--- config.mk ---
export PLATFORM = sky130hd
export DESIGN_NAME = keypad_emulator
export DESIGN_NICKNAME = d
export VERILOG_FILES = /design/src/rtl/keypad_emulator.sv
export SDC_FILE = /design/constraint.sdc
export NUM_CORES = 1
export LEC_CHECK = 0
export BUFFER_PORTS_ARGS = -buffer_cell sky130_fd_sc_hd__buf_2
export CAP_MARGIN = 20
export CORE_UTILIZATION = 28
export DETAILED_ROUTE_END_ITERATION = 8
export HOLD_SLACK_MARGIN = 0.12
export SYNTH_ARGS = -nofsm -noshare
export SYNTH_HDL_FRONTEND = slang
export SYNTH_SLANG_ARGS = --single-unit
export TNS_END_PERCENT = 5
--- constraint.sdc ---
create_clock -name clk -period 2.7 [get_ports clk]
set_input_delay 0.54 -clock clk [delete_from_list [all_inputs] [get_ports clk]]
set_output_delay 0.54 -clock clk [all_outputs]
set_load 0.01 [all_outputs]
--- src/rtl/keypad_emulator.sv ---
`timescale 1ns/1ps
// keypad_emulator: replays queued keycodes as timed, optionally bouncing 4x4 keypad contact closures
//   clk, rst_n                     : clock, asynchronous active-low reset
//   cmd_valid, cmd_key, cmd_ready  : keycode queue push handshake
//   rows                           : active-low row scan from the keypad scanner
//   cols                           : active-low column sense back to the scanner (4'b1111 when open)
//   busy, pressed, done            : sequence/queue activity, contact state, end-of-sequence pulse
module keypad_emulator #(
    parameter int HOLD_CYCLES   = 2048,
    parameter int GAP_CYCLES    = 2048,
    parameter int BOUNCE_CYCLES = 0,
    parameter int FIFO_DEPTH    = 4,
    parameter int CNT_W         = 16
) (
    input  logic       clk,
    input  logic       rst_n,
    input  logic       cmd_valid,
    input  logic [3:0] cmd_key,
    output logic       cmd_ready,
    input  logic [3:0] rows,
    output logic [3:0] cols,
    output logic       busy,
    output logic       pressed,
    output logic       done
);
    localparam int AW = $clog2(FIFO_DEPTH);
    localparam logic [CNT_W-1:0] HOLD_M1 = CNT_W'(HOLD_CYCLES - 1);
    localparam logic [CNT_W-1:0] GAP_M1  = CNT_W'(GAP_CYCLES - 1);
    localparam logic [CNT_W-1:0] BNC_M1  = CNT_W'(BOUNCE_CYCLES > 0 ? BOUNCE_CYCLES - 1 : 0);
    localparam bit BOUNCE = BOUNCE_CYCLES > 0;

    typedef enum logic [2:0] {IDLE, BOUNCE_IN, HOLD, BOUNCE_OUT, GAP} state_t;

    state_t           state, state_d;
    logic [CNT_W-1:0] cnt, cnt_d;
    logic             pressed_d;
    logic [3:0]       mem [FIFO_DEPTH];
    logic [AW-1:0]    wr_ptr, rd_ptr;
    logic [AW:0]      count;
    logic [1:0]       key_row, key_col;
    logic             full, empty, push, pop, last;

    // {row, col} position of a keycode on the 4x4 matrix
    function automatic logic [3:0] key_map(input logic [3:0] k);
        case (k)
            4'd1:    key_map = {2'd0, 2'd0};
            4'd2:    key_map = {2'd0, 2'd1};
            4'd3:    key_map = {2'd0, 2'd2};
            4'd10:   key_map = {2'd0, 2'd3};
            4'd4:    key_map = {2'd1, 2'd0};
            4'd5:    key_map = {2'd1, 2'd1};
            4'd6:    key_map = {2'd1, 2'd2};
            4'd11:   key_map = {2'd1, 2'd3};
            4'd7:    key_map = {2'd2, 2'd0};
            4'd8:    key_map = {2'd2, 2'd1};
            4'd9:    key_map = {2'd2, 2'd2};
            4'd12:   key_map = {2'd2, 2'd3};
            4'd14:   key_map = {2'd3, 2'd0};
            4'd0:    key_map = {2'd3, 2'd1};
            4'd15:   key_map = {2'd3, 2'd2};
            default: key_map = {2'd3, 2'd3};
        endcase
    endfunction

    assign full      = count == (AW + 1)'(FIFO_DEPTH);
    assign empty     = count == '0;
    assign cmd_ready = !full;
    assign push      = cmd_valid && !full;
    assign pop       = state == IDLE && !empty;
    assign last      = cnt == '0;
    assign busy      = state != IDLE || !empty;
    assign done      = state == GAP && last;
    // Passive switch: the closed contact shorts the selected row onto its column with no latency.
    assign cols      = (pressed && !rows[key_row]) ? ~(4'b0001 << key_col) : 4'b1111;

    always_ff @(posedge clk) begin
        if (push) mem[wr_ptr] <= cmd_key;
    end

    always_ff @(posedge clk or negedge rst_n) begin
        if (!rst_n) begin
            wr_ptr  <= '0;
            rd_ptr  <= '0;
            count   <= '0;
            key_row <= '0;
            key_col <= '0;
        end else begin
            if (push) wr_ptr <= wr_ptr + AW'(1);
            if (pop) rd_ptr <= rd_ptr + AW'(1);
            if (pop) {key_row, key_col} <= key_map(mem[rd_ptr]);
            count <= count + (AW + 1)'(push) - (AW + 1)'(pop);
        end
    end

    always_ff @(posedge clk or negedge rst_n) begin
        if (!rst_n) begin
            state   <= IDLE;
            cnt     <= '0;
            pressed <= 1'b0;
        end else begin
            state   <= state_d;
            cnt     <= cnt_d;
            pressed <= pressed_d;
        end
    end

    // cnt holds the cycles remaining in the current phase minus one; pressed_d is next cycle's contact.
    always_comb begin
        state_d   = state;
        cnt_d     = last ? cnt : cnt - CNT_W'(1);
        pressed_d = pressed;
        case (state)
            IDLE: begin
                if (!empty) begin
                    state_d   = BOUNCE ? BOUNCE_IN : HOLD;
                    cnt_d     = BOUNCE ? BNC_M1 : HOLD_M1;
                    pressed_d = 1'b1;
                end
            end
            BOUNCE_IN: begin
                state_d   = last ? HOLD : BOUNCE_IN;
                cnt_d     = last ? HOLD_M1 : cnt_d;
                pressed_d = last ? 1'b1 : !pressed;
            end
            HOLD: begin
                state_d   = !last ? HOLD : (BOUNCE ? BOUNCE_OUT : GAP);
                cnt_d     = !last ? cnt_d : (BOUNCE ? BNC_M1 : GAP_M1);
                pressed_d = !last;
            end
            BOUNCE_OUT: begin
                state_d   = last ? GAP : BOUNCE_OUT;
                cnt_d     = last ? GAP_M1 : cnt_d;
                pressed_d = last ? 1'b0 : !pressed;
            end
            GAP: begin
                state_d   = last ? IDLE : GAP;
                pressed_d = 1'b0;
            end
            default: begin
                state_d   = IDLE;
                pressed_d = 1'b0;
            end
        endcase
    end
endmodule

======== Word-level counts from Yosys, hierarchy flattened ========
Memories as Yosys holds them, arrays and structs flattened. A register that Yosys moved wholly into a read port is not among the register bits.
Cells that the tools add are included.
Widths: inputs -> output; s select.
word-level totals
  register bits ........................... 27
  memory bits (writable) .................. 16
  ROM bits ................................ 64
  input port bits ......................... 11
  output and inout port bits .............. 8
  logic and storage cells ................. 57
  memories ................................ 2
memories
  memory           words  bits a word  read ports  clocked after memory_dff  write ports  RTL line  text
  (no name shown)  16     4            1           1                         0            45        case (k)
  mem              4      4            1           0                         1            37        logic [3:0] mem [FIFO_DEPTH];
operators by class
  $add $sub $neg .......................... 5
  $lt $le $gt $ge ......................... 1
  eq/ne operators ......................... 6
  shift-type cells ........................ 1
  mux-type cells .......................... 19
  bitwise logic cells ..................... 1
  reduce and logical (&&, ||, !) cells .... 16
operator list
  operator               number
  $mux 16                3
  $pmux 16 s2            1
  $logic_not 16->1       1
  $sub 16x1->16 const B  1
  $pmux 3 s5             1
  $mux 3                 4
  $eq 3x2->1 const B     2
  $eq 3x3->1 const B     2
  $logic_not 1->1        6
  $logic_not 3->1        2
  $mux 1                 6
  $add 2x1->2 const B    2
  $logic_and 1x1->1      4
  $mux 4                 1
  $not 4->4              1
  $pmux 1 s4             1
  $shl 1x2->4 const A    1
  $add 3x1->3            1
  $eq 3x1->1 const B     1
  $lt 2x3->1 const B     1
  $reduce_bool 3->1      1
  $reduce_or 3->1        1
  $sub 3x1->3            1
  $bmux 1 s2             1
  3 further kinds        3

======== Depth between registers and ports, before layout ========
Gate-level depths: netlist of the first run.
  depth in word-level cells ............... 5
  depth in mapped cells ................... 11
  depth with buffers taken out ............ 11

======== Worst setup path before layout of the first run ========
No wires, ideal clock.
  path type ............................... reg-to-reg
  start ................................... register state[2]
  end ..................................... register count[2]
  setup time .............................. 125 ps
  arrival time ............................ 2216 ps
  data required time ...................... 2575 ps
  slack ................................... 358 ps
  cell stages (with the launch flop) ...... 11
  buffers on the path ..................... 2
  clock period less this slack ............ 2342 ps
  cells stage by stage .................... dfrtp_1 buf_6 nor4_1 clkbuf_1 ha_1 inv_1 ha_1 inv_1 fa_1 xnor2_1 xnor2_1
between the ends
  longest elaborated chain between the ends .. 3
RTL lines
  what                    RTL line  text
  from (decl)             34        state_t state, state_d;
  from (signal assigned)  101       state <= state_d;
  $logic_not 3->1         69        assign pop = state == IDLE && !empty;
  $logic_and 1x1->1       69
  named net pop           41        logic full, empty, push, pop, last;
  $sub 3x1->3             91        count <= count + (AW + 1)'(push) - (AW + 1)'(pop);
  to (signal assigned)    91
  to (decl)               39        logic [AW:0] count;
The timed path passes the listed nets, and every way through them passes these cells.
A chain may end at the register's enable or synchronous reset.

======== Final worst setup path of the first run ========
  start ................................... register cnt[0]
  end ..................................... output done
between the ends
  longest elaborated chain between the ends .. 2
RTL lines
  what                    RTL line  text
  from (decl)             35        logic [CNT_W-1:0] cnt, cnt_d;
  from (signal assigned)  102       cnt <= cnt_d;
  $logic_not 16->1        70        assign last = cnt == '0;
  $logic_and 1x1->1       72        assign done = state == GAP && last;
  to (decl)               24        output logic done
No other way between the ends.

==> results of run 1 <==
## routing by layer
| metal | GRT usage (%) | share of wire, % |
|---|---|---|
| met1 | 15.1 | 49 |
| met2 | 16.6 | 45 |
| met3 | 1.30 | 3.7 |
| met4 | 4.13 | 1.5 |
| met5 | 0 | 0 |
## through the flow
stage	instance area [sq um]	worst slack, ps	utilization (%)	instances	power [mW]
6_report	2830	194	32.5	350	2.51
4_1_cts	2830	49.4	32.4	350	2.55
5_1_grt	2830	41.7	32.5	350	2.73
2_1_floorplan	2520	358	-	219	1.86
3_3_place_gp	2740	433	31.4	342	2.08
3_5_place_dp	2740	379	31.4	342	2.11
## flip-flops by register name, summed over array words and instances, names as in the netlist
| name | flops |
|---|---|
| cnt | 16 |
| count | 3 |
| key_col | 2 |
| key_row | 2 |
| mem | 16 |
| pressed | 1 |
| rd_ptr | 2 |
| state | 3 |
| wr_ptr | 2 |
## worst max-delay path, delay by kind of cell, from the launching register on
kind | cells | cell delay (ps)
AND/OR/NAND/NOR | 3 | 760
buffers and inverters | 3 | 320
adder cells (fa/ha/maj) | 1 | 170
flip-flops | 1 | 410
## synth_stat cells (4+ instances only)
master    number  area, sq um
o21ai_0        7         35.0
a31oi_1        6         37.5
a22oi_1        5         37.5
nand2_1       16         60.1
dfrtp_1       31          776
inv_1         11         41.3
and3_1         7         43.8
buf_2          4         20.0
ha_1           9          113
nand3_1        6         30.0
o31ai_1        5         37.5
nor2_1        11         41.3
xnor2_1        4         35.0
mux4_2         5          113
a21oi_1        4         20.0
edfxtp_1      16          480
## path summary, 6_finish.rpt
path                             from          to  slack [ps]  cells past startpoint
min in group clk           cmd_key[2]   mem[1][2]         460                      1
setup reg to reg             count[1]    count[2]         480                     11
hold reg to reg              count[0]    count[0]         550                      1
max in group asynchronous       rst_n  key_row[1]        1960                      1
setup / recovery               cnt[0]        done         190                      7
hold / removal                  rst_n      cnt[7]         290                      1
## power by group
group	total (mW)	switching (mW)	internal, mW	leakage (nW)
combinational	0.948	0.504	0.444	0.568
sequential	1.13	0.193	0.941	0.497
clock	0.426	0.244	0.182	0.0428
total	2.51	0.941	1.57	1.11
## kinds of logic (layout without fill, tap and decap cells)
family / after synthesis / count (layout) / share of synthesized area (%)
buffers and inverters: 23 / 46 / 4.52
and+or+nand+nor: 78 / 78 / 19.5
xor gates and xnor gates: 6 / 6 / 2.08
adders and majority gates: 11 / 11 / 5.66
muxes: 7 / 7 / 5.31
DFF: 47 / 47 / 49.8
AOI/OAI and AO/OA: 47 / 47 / 13.1
## placed cells by master (no fill, tap or decap), drive strengths merged, types with 2 or more instances in the layout
cell type	n
a211oi	2
a21oi	4
a22oi	5
a31oi	6
a32oi	2
and2	3
and3	7
and4	3
buf	25
clkbuf	6
clkinv	3
dfrtp	31
edfxtp	16
ha	9
inv	12
mux4	5
nand2	16
nand2b	2
nand3	6
nand3b	4
nand4	2
nor2	11
nor2b	2
nor3	4
nor4	3
o211ai	2
o21ai	7
o221ai	2
o22ai	3
o31ai	5
o41ai	3
or3	3
or4	2
or4b	3
xnor2	4
xor2	2
## repair_timing
item,in CTS,in global routing
endpoints found under the setup margin,0,1
resized for setup,0,1
buffers inserted,0,0
## area by class of cell
class,instances,area share [%]
clock inverters,2,0.442
repair buffers,25,5.04
clock buffers,6,2.56
multi-input cells,149,41.1
inverters,13,1.72
well taps,108,4.77
flip-flops and latches,47,44.4
==> summary.md, run 1 <==
| Metric | Value |
|---|---|
| Run status | finished clean |
| Clock transition at path regs | around 90 ps |
| Worst slew slack as a fraction of its limit | a little over half |
| Yosys reg bits | 47 |
| Unrepaired setup endpoints after global routing | false |
| Setup TNS | 0 ps |
| Post-synthesis average cell area | between 10 and 15 sq um |
| Pin count of the biggest net entering global routing | 32 |
| FF+latch area | 0.00126 sq mm |
| Share of flip-flops with an asynchronous set or reset after synthesis | about two thirds |
| Fraction of final layout cells sized beyond drive strength 1 | around a fifth |
| Overall routed net length | between 4 and 5 mm |
| Setup clock skew after layout | 4.70 ps |
| Final Setup Violations | 0 |
| Number of diodes | 0 |
| Core region area | 0.00872 sq mm |
| Post-synthesis instance area | 0.00252 sq mm |
| Number of levels in the clock H-tree | 2 |
| Type of the setup path with the least slack | reg2out |
| Std-Cell Rows | 34 |
| Area growth from synthesis to layout | 12.3% |
| Clock tree sinks | 47 |
| CP peak stage delay | slightly above 400 ps |
| Critical Path RT | roughly 2200 ps |
| Root Driver | clkbuf_8 |
| Area occupied by multi-input gates | roughly 0.0012 sq mm |
| Vias per inst | 5.11 |
| WL per Instance | between 10 and 15 um |
| Sequential-to-total area share from yosys stat | around 50% |
| Port buffer count | 18 |
| Post-Synthesis Cells | around 220 |
| Cell area power density | 886 mW/mm^2 |
| Overall via count from detail_route | around 1800 |
| Critical Path Sink Type | output pin |
| DIE HEIGHT | slightly below 100 um |
| First drt pass iteration count | 4 |
| Clock tree from TritonCTS | done |
| Synth unique cells | 62 |
| Inserted Clock Buffers | 5 |
| HPWL Detailed | about 3.5 mm |
| Overall die area | between 0.009 and 0.01 sq mm |
| Filler cells | about 860 |
| Global route total overflow | 0 |
| Startpoint kind of the worst setup timing path | flop |
| Shortest clock period the worst path allows after layout | about 2500 ps |
| Initial antenna violation count | 0 |
| Synthesis warning total | 0 |
| Max-cap check violation count | 0 |
| Net count, final | between 200 and 300 |
| Via count of the first global-routing pass | 1720 |
| Global-route wire length before repair | approximately 8 mm |
| Slowest cell on the critical path | dfrtp_1 |
| Data arrival time of the critical path | slightly below 2000 ps |
| Final hold slack | 289 ps |
| Remaining routing DRC violations | 0 |
| Min-delay worst type | in2async |
| Peak supply drop | 0.213 mV |
| Transition at the pin with the smallest max-transition slack | slightly above 700 ps |
| GRT Resource Usage Total | between 10% and 20% |
| Main synth FF type | dfrtp_1 |
| Leakage dissipation | ~1.1 nW |
| Longest Clk Path Bufs | 2 |
| I/O pin count | 19 |
| Syn Nets | 240 |
| Hold-fix buffer count after cts | 0 |
| Initial Util | ~29% |
| Ordered list of cells on the worst path | inv_1, ha_1, nor4b_2, and4_2, inv_2, nor2_1, buf_2 |
| Maximum clock frequency | roughly 400 MHz |
| Max-slew violation count | 0 |
| EDFF count, synth | 16 |
| Routability congestion estimate from global placement | about 0.77 |
| Maximum net fanout on the critical path | 8 |
| 1st-iter DRT viols | 49 |
| Final period util | between 90% and 100% |
| Number of hold violations in the final report | 0 |
| Width of the die | around 97 um |
| Post-route ant nets | 0 |
| Worst-Skew Late Latency | ~300 ps |
Power figures use the tool's default switching activity.
==> run 2, diff against run 1 <==
--- a/config.mk
+++ b/config.mk
@@ -5,6 +5,7 @@
 export SDC_FILE = /design/constraint.sdc
 export NUM_CORES = 1
 export LEC_CHECK = 0
+export ABC_AREA = 1
 export BUFFER_PORTS_ARGS = -buffer_cell sky130_fd_sc_hd__buf_2
 export CAP_MARGIN = 20
 export CORE_UTILIZATION = 28
==> summary.md, run 2 <==
| Metric | Value |
|---|---|
| Cell family with most CP delay | simple AND/OR/NAND/NOR gates |
| Leading cell type in the layout, fill and taps excluded | nand2_1 |
| I/O pin count | 19 (unchanged) |
| Placed instance area | 0.00286 sq mm (+4.3%) |
| Peak supply drop | 0.202 mV (-5.2%) |
| Pin count of the biggest net entering global routing | 32 (unchanged) |
| Port buffer count | 18 (unchanged) |
| Post CTS Setup Buffer Count | 0 (unchanged) |
| Post-synthesis instance area | 0.00265 sq mm (+5.1%) |
| Final period util | 85.1% (-7.7 points) |
| Share of flip-flops with an asynchronous set or reset after synthesis | 66.0% (unchanged) |
| Leading cell types by count after synthesis | 91 x nand2_1, 38 x nor2_1, 37 x nand3_1 |
| Longest Clk Path Bufs | 2 (unchanged) |
| Fraction of final layout cells sized beyond drive strength 1 | 15.0% (-6.1 points) |
| Synthesis warning total | 0 (unchanged) |
| Inserted Clock Buffers | 5 (unchanged) |
| Startpoint kind of the worst setup timing path | flop |
| Vias per inst | 4.57 (-10%) |
| Max-slew violation count | 0 (unchanged) |
| Width of the die | 99.3 um (+2.4%) |
| Min-delay worst type | in2async |
| GRT Resource Usage Total | 11.4% (+0.73 points) |
| Count of instances resized after the clock tree is built | 0 (unchanged) |
| Area growth from synthesis to layout | 12.3% (about the same) |
| Leakage dissipation | 1.35 nW (+22%) |
| Filler cells | 942 (+9.4%) |
| Area share of the leading cell type in the synthesized netlist | 29.3% (-1.5 points) |
| Routability congestion estimate from global placement | 0.887 (+15%) |
| Syn Nets | 345 (+44%) |
| Number of hold violations in the final report | 0 (unchanged) |
| Initial antenna violation count | 0 (unchanged) |
| Leading cell types by total area after synthesis | dfrtp_1 29%, edfxtp_1 18%, nand2_1 13%, nand3_1 7.0%, nor2_1 5.4% |
| Synth unique cells | 36 (-42%) |
| Final non-filler cell area | 0.00297 sq mm (+5.0%) |
| Data arrival time of the critical path | 1760 ps (-210 ps) |
| Type of the setup path with the least slack | reg2out |
| Initial Util | 28.8% (-0.11 points) |
| Clock tree sinks | 47 (unchanged) |
| Worst-Skew Late Latency | 300 ps (about the same) |
| 1st-iter DRT viols | 85 (+73%) |
| HPWL Detailed | 3.92 mm (+11%) |
| CP peak stage delay | 390 ps (-20 ps) |
| Setup TNS | 0 ps (unchanged) |
| Cell area power density | 574 mW/mm^2 (-35%) |
| Sequential-to-total area share from yosys stat | 47.4% (-2.4 points) |
| Final Setup Violations | 0 (unchanged) |
| Net count, final | 367 (+40%) |
| Post-route ant nets | 0 (unchanged) |
| Global route total overflow | 0 (unchanged) |
| Transition at the pin with the smallest max-transition slack | 694 ps (-22.4 ps) |
| Final hold slack | 271 ps (-17.8 ps) |
| Most frequent cell after synthesis | nand2_1 |
| Most frequent cells in the layout | 91 x nand2_1, 38 x nor2_1, 37 x nand3_1 |
| Unrepaired setup endpoints after global routing | false |
| Overall die area | 0.00985 sq mm (+5.0%) |
| Core region area | 0.00920 sq mm (+5.5%) |
| Max-cap check violation count | 0 (unchanged) |
| WL per Instance | 11.2 um (-20%) |
| Shortest clock period the worst path allows after layout | 2300 ps (-208 ps) |
| Worst slew slack as a fraction of its limit | 53.7% (+1.5 points) |
| Main synth FF type | dfrtp_1 |
| Post-synthesis average cell area | 8.18 sq um (-29%) |
| Maximum net fanout on the critical path | 12 (+4) |
| Via count of the first global-routing pass | 2001 (+16%) |
| Clock transition at path regs | 90 ps (about the same) |
| Run status | finished clean |
| First drt pass iteration count | 4 (unchanged) |
| Global-route wire length before repair | 8.88 mm (+8.6%) |
| Overall via count from detail_route | 2095 (+17%) |
| Overall routed net length | 5.12 mm (+5.1%) |
| Maximum clock frequency | 435 MHz (+9.0%) |
| Number of diodes | 0 (unchanged) |
| Final core utilization | 32.3% (-0.13 points) |
| Clock tree from TritonCTS | done |
| Sum of buffers and inverters on the critical path | 2 (-1) |
| DIE HEIGHT | 99.3 um (+2.4%) |
| Ordered list of cells on the worst path | inv_1, ha_1, nand3_1, nor2_2, nand2_2, nor4_2, buf_2 |
| Std-Cell Rows | 35 (+2.9%) |
| Post-Synthesis Cells | 324 (+48%) |
| Critical Path Sink Type | output pin |
| Slowest cell on the critical path | dfrtp_1 |
| EDFF count, synth | 16 (unchanged) |
| Root Driver | clkbuf_8 |
| Critical Path RT | 2160 ps (about the same) |
| Remaining routing DRC violations | 0 (unchanged) |
| Setup clock skew after layout | 4.88 ps (+0.182 ps) |
| Hold-fix buffer count after cts | 0 (unchanged) |
| Top cell type by total area after synthesis | dfrtp_1 |
| Largest registers in the final layout | cnt (16), mem (16) |
| Yosys reg bits | 47 (unchanged) |
| Number of levels in the clock H-tree | 2 (unchanged) |
run 2: cell count changes after synthesis, moves of 7 or more:
| cell | before | now |
|---|---|---|
| nand2_1 | 16 | 91 |
| inv_1 | 11 | 35 |
| nand3_1 | 6 | 37 |
| nor2_2 | 0 | 7 |
| and3_1 | 7 | 0 |
| nor2_1 | 11 | 38 |
run 2: power breakdown:
| part | switching (mW) | leakage, nW | internal (mW) |
|---|---|---|---|
| registers | 0.0418 | 0.497 | 0.831 |
| logic | 0.187 | 0.799 | 0.108 |
| clock network | 0.259 | 0.0587 | 0.281 |
| total | 0.488 | 1.35 | 1.22 |
run 2: layout make-up:
| type | count | area, sq um | share of cell area (%) |
|---|---|---|---|
| Inverter | 42 | 161 | 5.43 |
| Clock buffer | 5 | 68.8 | 2.31 |
| Sequential cell | 47 | 1260 | 42.2 |
| Multi-Input combinational cell | 231 | 1200 | 40.5 |
| Tap cell | 111 | 139 | 4.67 |
| Clock inverter | 3 | 47.5 | 1.60 |
| Timing Repair Buffer | 19 | 97.6 | 3.28 |
run 2: final timing paths:
check,start,to,slack (ps),depth (start not counted)
hold / removal,rst_n,cnt[13],270,1
setup reg to reg,state[0],count[2],580,10
setup / recovery,cnt[0],done,400,7
max in group asynchronous,rst_n,cnt[3],1990,1
hold reg to reg,count[0],count[0],520,1
min in group clk,cmd_key[2],mem[3][2],450,1
run 2: worst reg2reg max path, stage by stage, from the launching register on:
cell and delay [ps]:
dfrtp_1 460, nor2_2 150, nand2_1 110, nor2_1 160
ha_1 250, inv_1 60, ha_1 130, inv_1 50
fa_1 370, xnor2_1 190, xor2_1 150
run 2: logic make-up after synthesis:
group                    synth area share [%]
buffers and inverters                    7.13
adder cells (fa/ha/maj)                  5.01
flip-flops                               47.4
XOR/XNOR                                 2.98
AND/OR/NAND/NOR                          31.5
AO/OA/AOI/OAI                            5.95
run 2: per-layer routing:
layer / routed length, um / track usage (%) / vias up
met1: 2520 / 14.5 / 958
li1: - / - / 1087
met3: 198 / 2.18 / 5
met2: 2320 / 18.6 / 45
met5: 0 / 0 / -
met4: 84 / 5.43 / 0
run 2: per-stage QoR:
step                      power (mW)  worst slack, ps  instances
after floorplan                 1.10              559        324
after global placement          1.18              572        450
after detailed placement        1.19              493        450
after CTS                       1.73              362        458
after global routing            1.82              215        458
final                           1.71              402        458
==> run 3, diff against run 2 <==
--- a/config.mk
+++ b/config.mk
@@ -5,10 +5,10 @@
 export SDC_FILE = /design/constraint.sdc
 export NUM_CORES = 1
 export LEC_CHECK = 0
-export ABC_AREA = 1
 export BUFFER_PORTS_ARGS = -buffer_cell sky130_fd_sc_hd__buf_2
 export CAP_MARGIN = 20
-export CORE_UTILIZATION = 28
+export CORE_UTILIZATION = 34
+export CTS_CLUSTER_SIZE = 30
 export DETAILED_ROUTE_END_ITERATION = 8
 export HOLD_SLACK_MARGIN = 0.12
 export SYNTH_ARGS = -nofsm -noshare
==> summary.md, run 3 (synthesis gave the netlist of run 1 again) <==
| Metric | Value |
|---|---|
| Unrepaired setup endpoints after global routing | false |
| Min-delay worst type | in2async |
| GRT Resource Usage Total | 12.9% (+1.5 points) |
| Final non-filler cell area | 0.00280 sq mm (-5.9%) |
| Leading cell type in the layout, fill and taps excluded | dfrtp_1 |
| Ordered list of cells on the worst path | nor4_4, and4_2, inv_2, nor2_1, buf_2 |
| Via count of the first global-routing pass | 1634 (-18%) |
| Global-route wire length before repair | 7.76 mm (-13%) |
| Final Setup Violations | 0 (unchanged) |
| FF+latch area | 0.00126 sq mm (unchanged) |
| Shortest clock period the worst path allows after layout | 2550 ps (+251 ps) |
| Post CTS Setup Buffer Count | 0 (unchanged) |
| Pwr Total | 2.52 mW (+48%) |
| Count of instances resized after the clock tree is built | 0 (unchanged) |
| Area growth from synthesis to layout | 11.0% |
| Final period util | 94.4% (+9.3 points) |
| Maximum clock frequency | 392 MHz (-9.8%) |
| Most frequent cells in the layout | 31 x dfrtp_1, 18 x buf_2, 16 x nand2_1, 16 x edfxtp_1 |
| Overall via count from detail_route | 1771 (-15%) |
| Setup WS post-layout | 151 ps (-251 ps) |
| Overall die area | 0.00776 sq mm (-21%) |
| CP peak stage delay | 500 ps (+110 ps) |
| Startpoint kind of the worst setup timing path | flop |
| DIE HEIGHT | 88.1 um (-11%) |
| Placed instance area | 0.00270 sq mm (-5.6%) |
| Leakage dissipation | 1.08 nW (-20%) |
| Max-cap check violation count | 0 (unchanged) |
| Area occupied by multi-input gates | 0.00116 sq mm (-3.3%) |
| Number of levels in the clock H-tree | 2 (unchanged) |
| Std-Cell Rows | 31 (-11%) |
| Data arrival time of the critical path | 2010 ps (+250 ps) |
| 1st-iter DRT viols | 71 (-16%) |
| Worst setup slack before clock tree synthesis | 404 ps (-88.5 ps) |
| Hold-fix buffer count after cts | 0 (unchanged) |
| Root Driver | clkbuf_8 |
| Peak supply drop | 0.295 mV (+46%) |
| Run status | finished clean |
| Worst slew slack as a fraction of its limit | 53.9% (+0.12 points) |
| Maximum net fanout on the critical path | 9 (-3) |
| Slowest cell on the critical path | nor4_4 |
| Net count, final | 258 (-30%) |
| Max-slew violation count | 0 (unchanged) |
| Filler cells | 696 (-26%) |
| Setup TNS | 0 ps (unchanged) |
| Port buffer count | 18 (unchanged) |
| Inserted Clock Buffers | 5 (unchanged) |
| Sum of buffers and inverters on the critical path | 2 (unchanged) |
| Fraction of final layout cells sized beyond drive strength 1 | 20.6% (+5.6 points) |
| WL per Instance | 13.9 um (+25%) |
| Cell family with most CP delay | simple AND/OR/NAND/NOR gates |
| Clock tree from TritonCTS | done |
| Non-filler cells in the finished layout | 337 (-26%) |
| Transition at the pin with the smallest max-transition slack | 692 ps (-1.84 ps) |
| Overall routed net length | 4.70 mm (-8.1%) |
| I/O pin count | 19 (unchanged) |
| Number of diodes | 0 (unchanged) |
| HPWL Detailed | 3.32 mm (-15%) |
| Pin count of the biggest net entering global routing | 32 (unchanged) |
| Clock transition at path regs | 100 ps (about the same) |
| Width of the die | 88.1 um (-11%) |
| Initial antenna violation count | 0 (unchanged) |
| Routability congestion estimate from global placement | 0.769 (-13%) |
| Post-route ant nets | 0 (unchanged) |
| Worst-Skew Late Latency | 300 ps (about the same) |
| Global route total overflow | 0 (unchanged) |
| Clock tree sinks | 47 (unchanged) |
| Cell area power density | 902 mW/mm^2 (+57%) |
| Setup clock skew after layout | 7.06 ps (+2.19 ps) |
| Inst Count DP | 329 (-27%) |
| Largest registers in the final layout | cnt (16), mem (16) |
| Number of hold violations in the final report | 0 (unchanged) |
| Type of the setup path with the least slack | reg2out |
| Longest Clk Path Bufs | 2 (unchanged) |
| First drt pass iteration count | 4 (unchanged) |
| Critical Path RT | 2160 ps (about the same) |
| Core region area | 0.00721 sq mm (-22%) |
| Critical Path Sink Type | output pin |
| Remaining routing DRC violations | 0 (unchanged) |
| Vias per inst | 5.26 (+15%) |
| Initial Util | 34.9% (+6.1 points) |
## run 3: worst paths after layout
path | from | slack [ps] | to | cells past startpoint
min reg2reg | count[0] | 550 | count[0] | 1
max reg2reg | count[1] | 480 | count[2] | 10
min in group clk | cmd_key[0] | 450 | mem[2][0] | 1
max in group asynchronous | rst_n | 1980 | cnt[1] | 1
min | rst_n | 270 | cnt[10] | 1
max | cnt[10] | 150 | done | 5
## run 3: layer usage
metal | track usage [%] | up-vias | routed length [um]
met5 | 0 | - | 0
met2 | 20.6 | 42 | 2170
met1 | 17.4 | 853 | 2240
met3 | 2.64 | 9 | 200
met4 | 4.84 | 0 | 92
li1 | - | 867 | -
## run 3: layout make-up
| cell class | count | area share [%] |
|---|---|---|
| repair buffers | 21 | 4.03 |
| multi-input cells | 149 | 41.6 |
| clock inverters | 3 | 0.850 |
| clock buffers | 5 | 2.46 |
| inverters | 13 | 1.74 |
| flip-flops and latches | 47 | 44.9 |
| well taps | 99 | 4.43 |
## run 3: report_power, final
group,internal (mW),switching [mW]
clock,0.185,0.255
sequential,0.941,0.200
combinational,0.436,0.505
## run 3: per-stage QoR
step	hold WS, ps	util [%]
global route	338	38.8
floorplan	244	-
detailed placement	531	37.4
global placement	527	37.4
finish	268	38.8
CTS	309	38.7
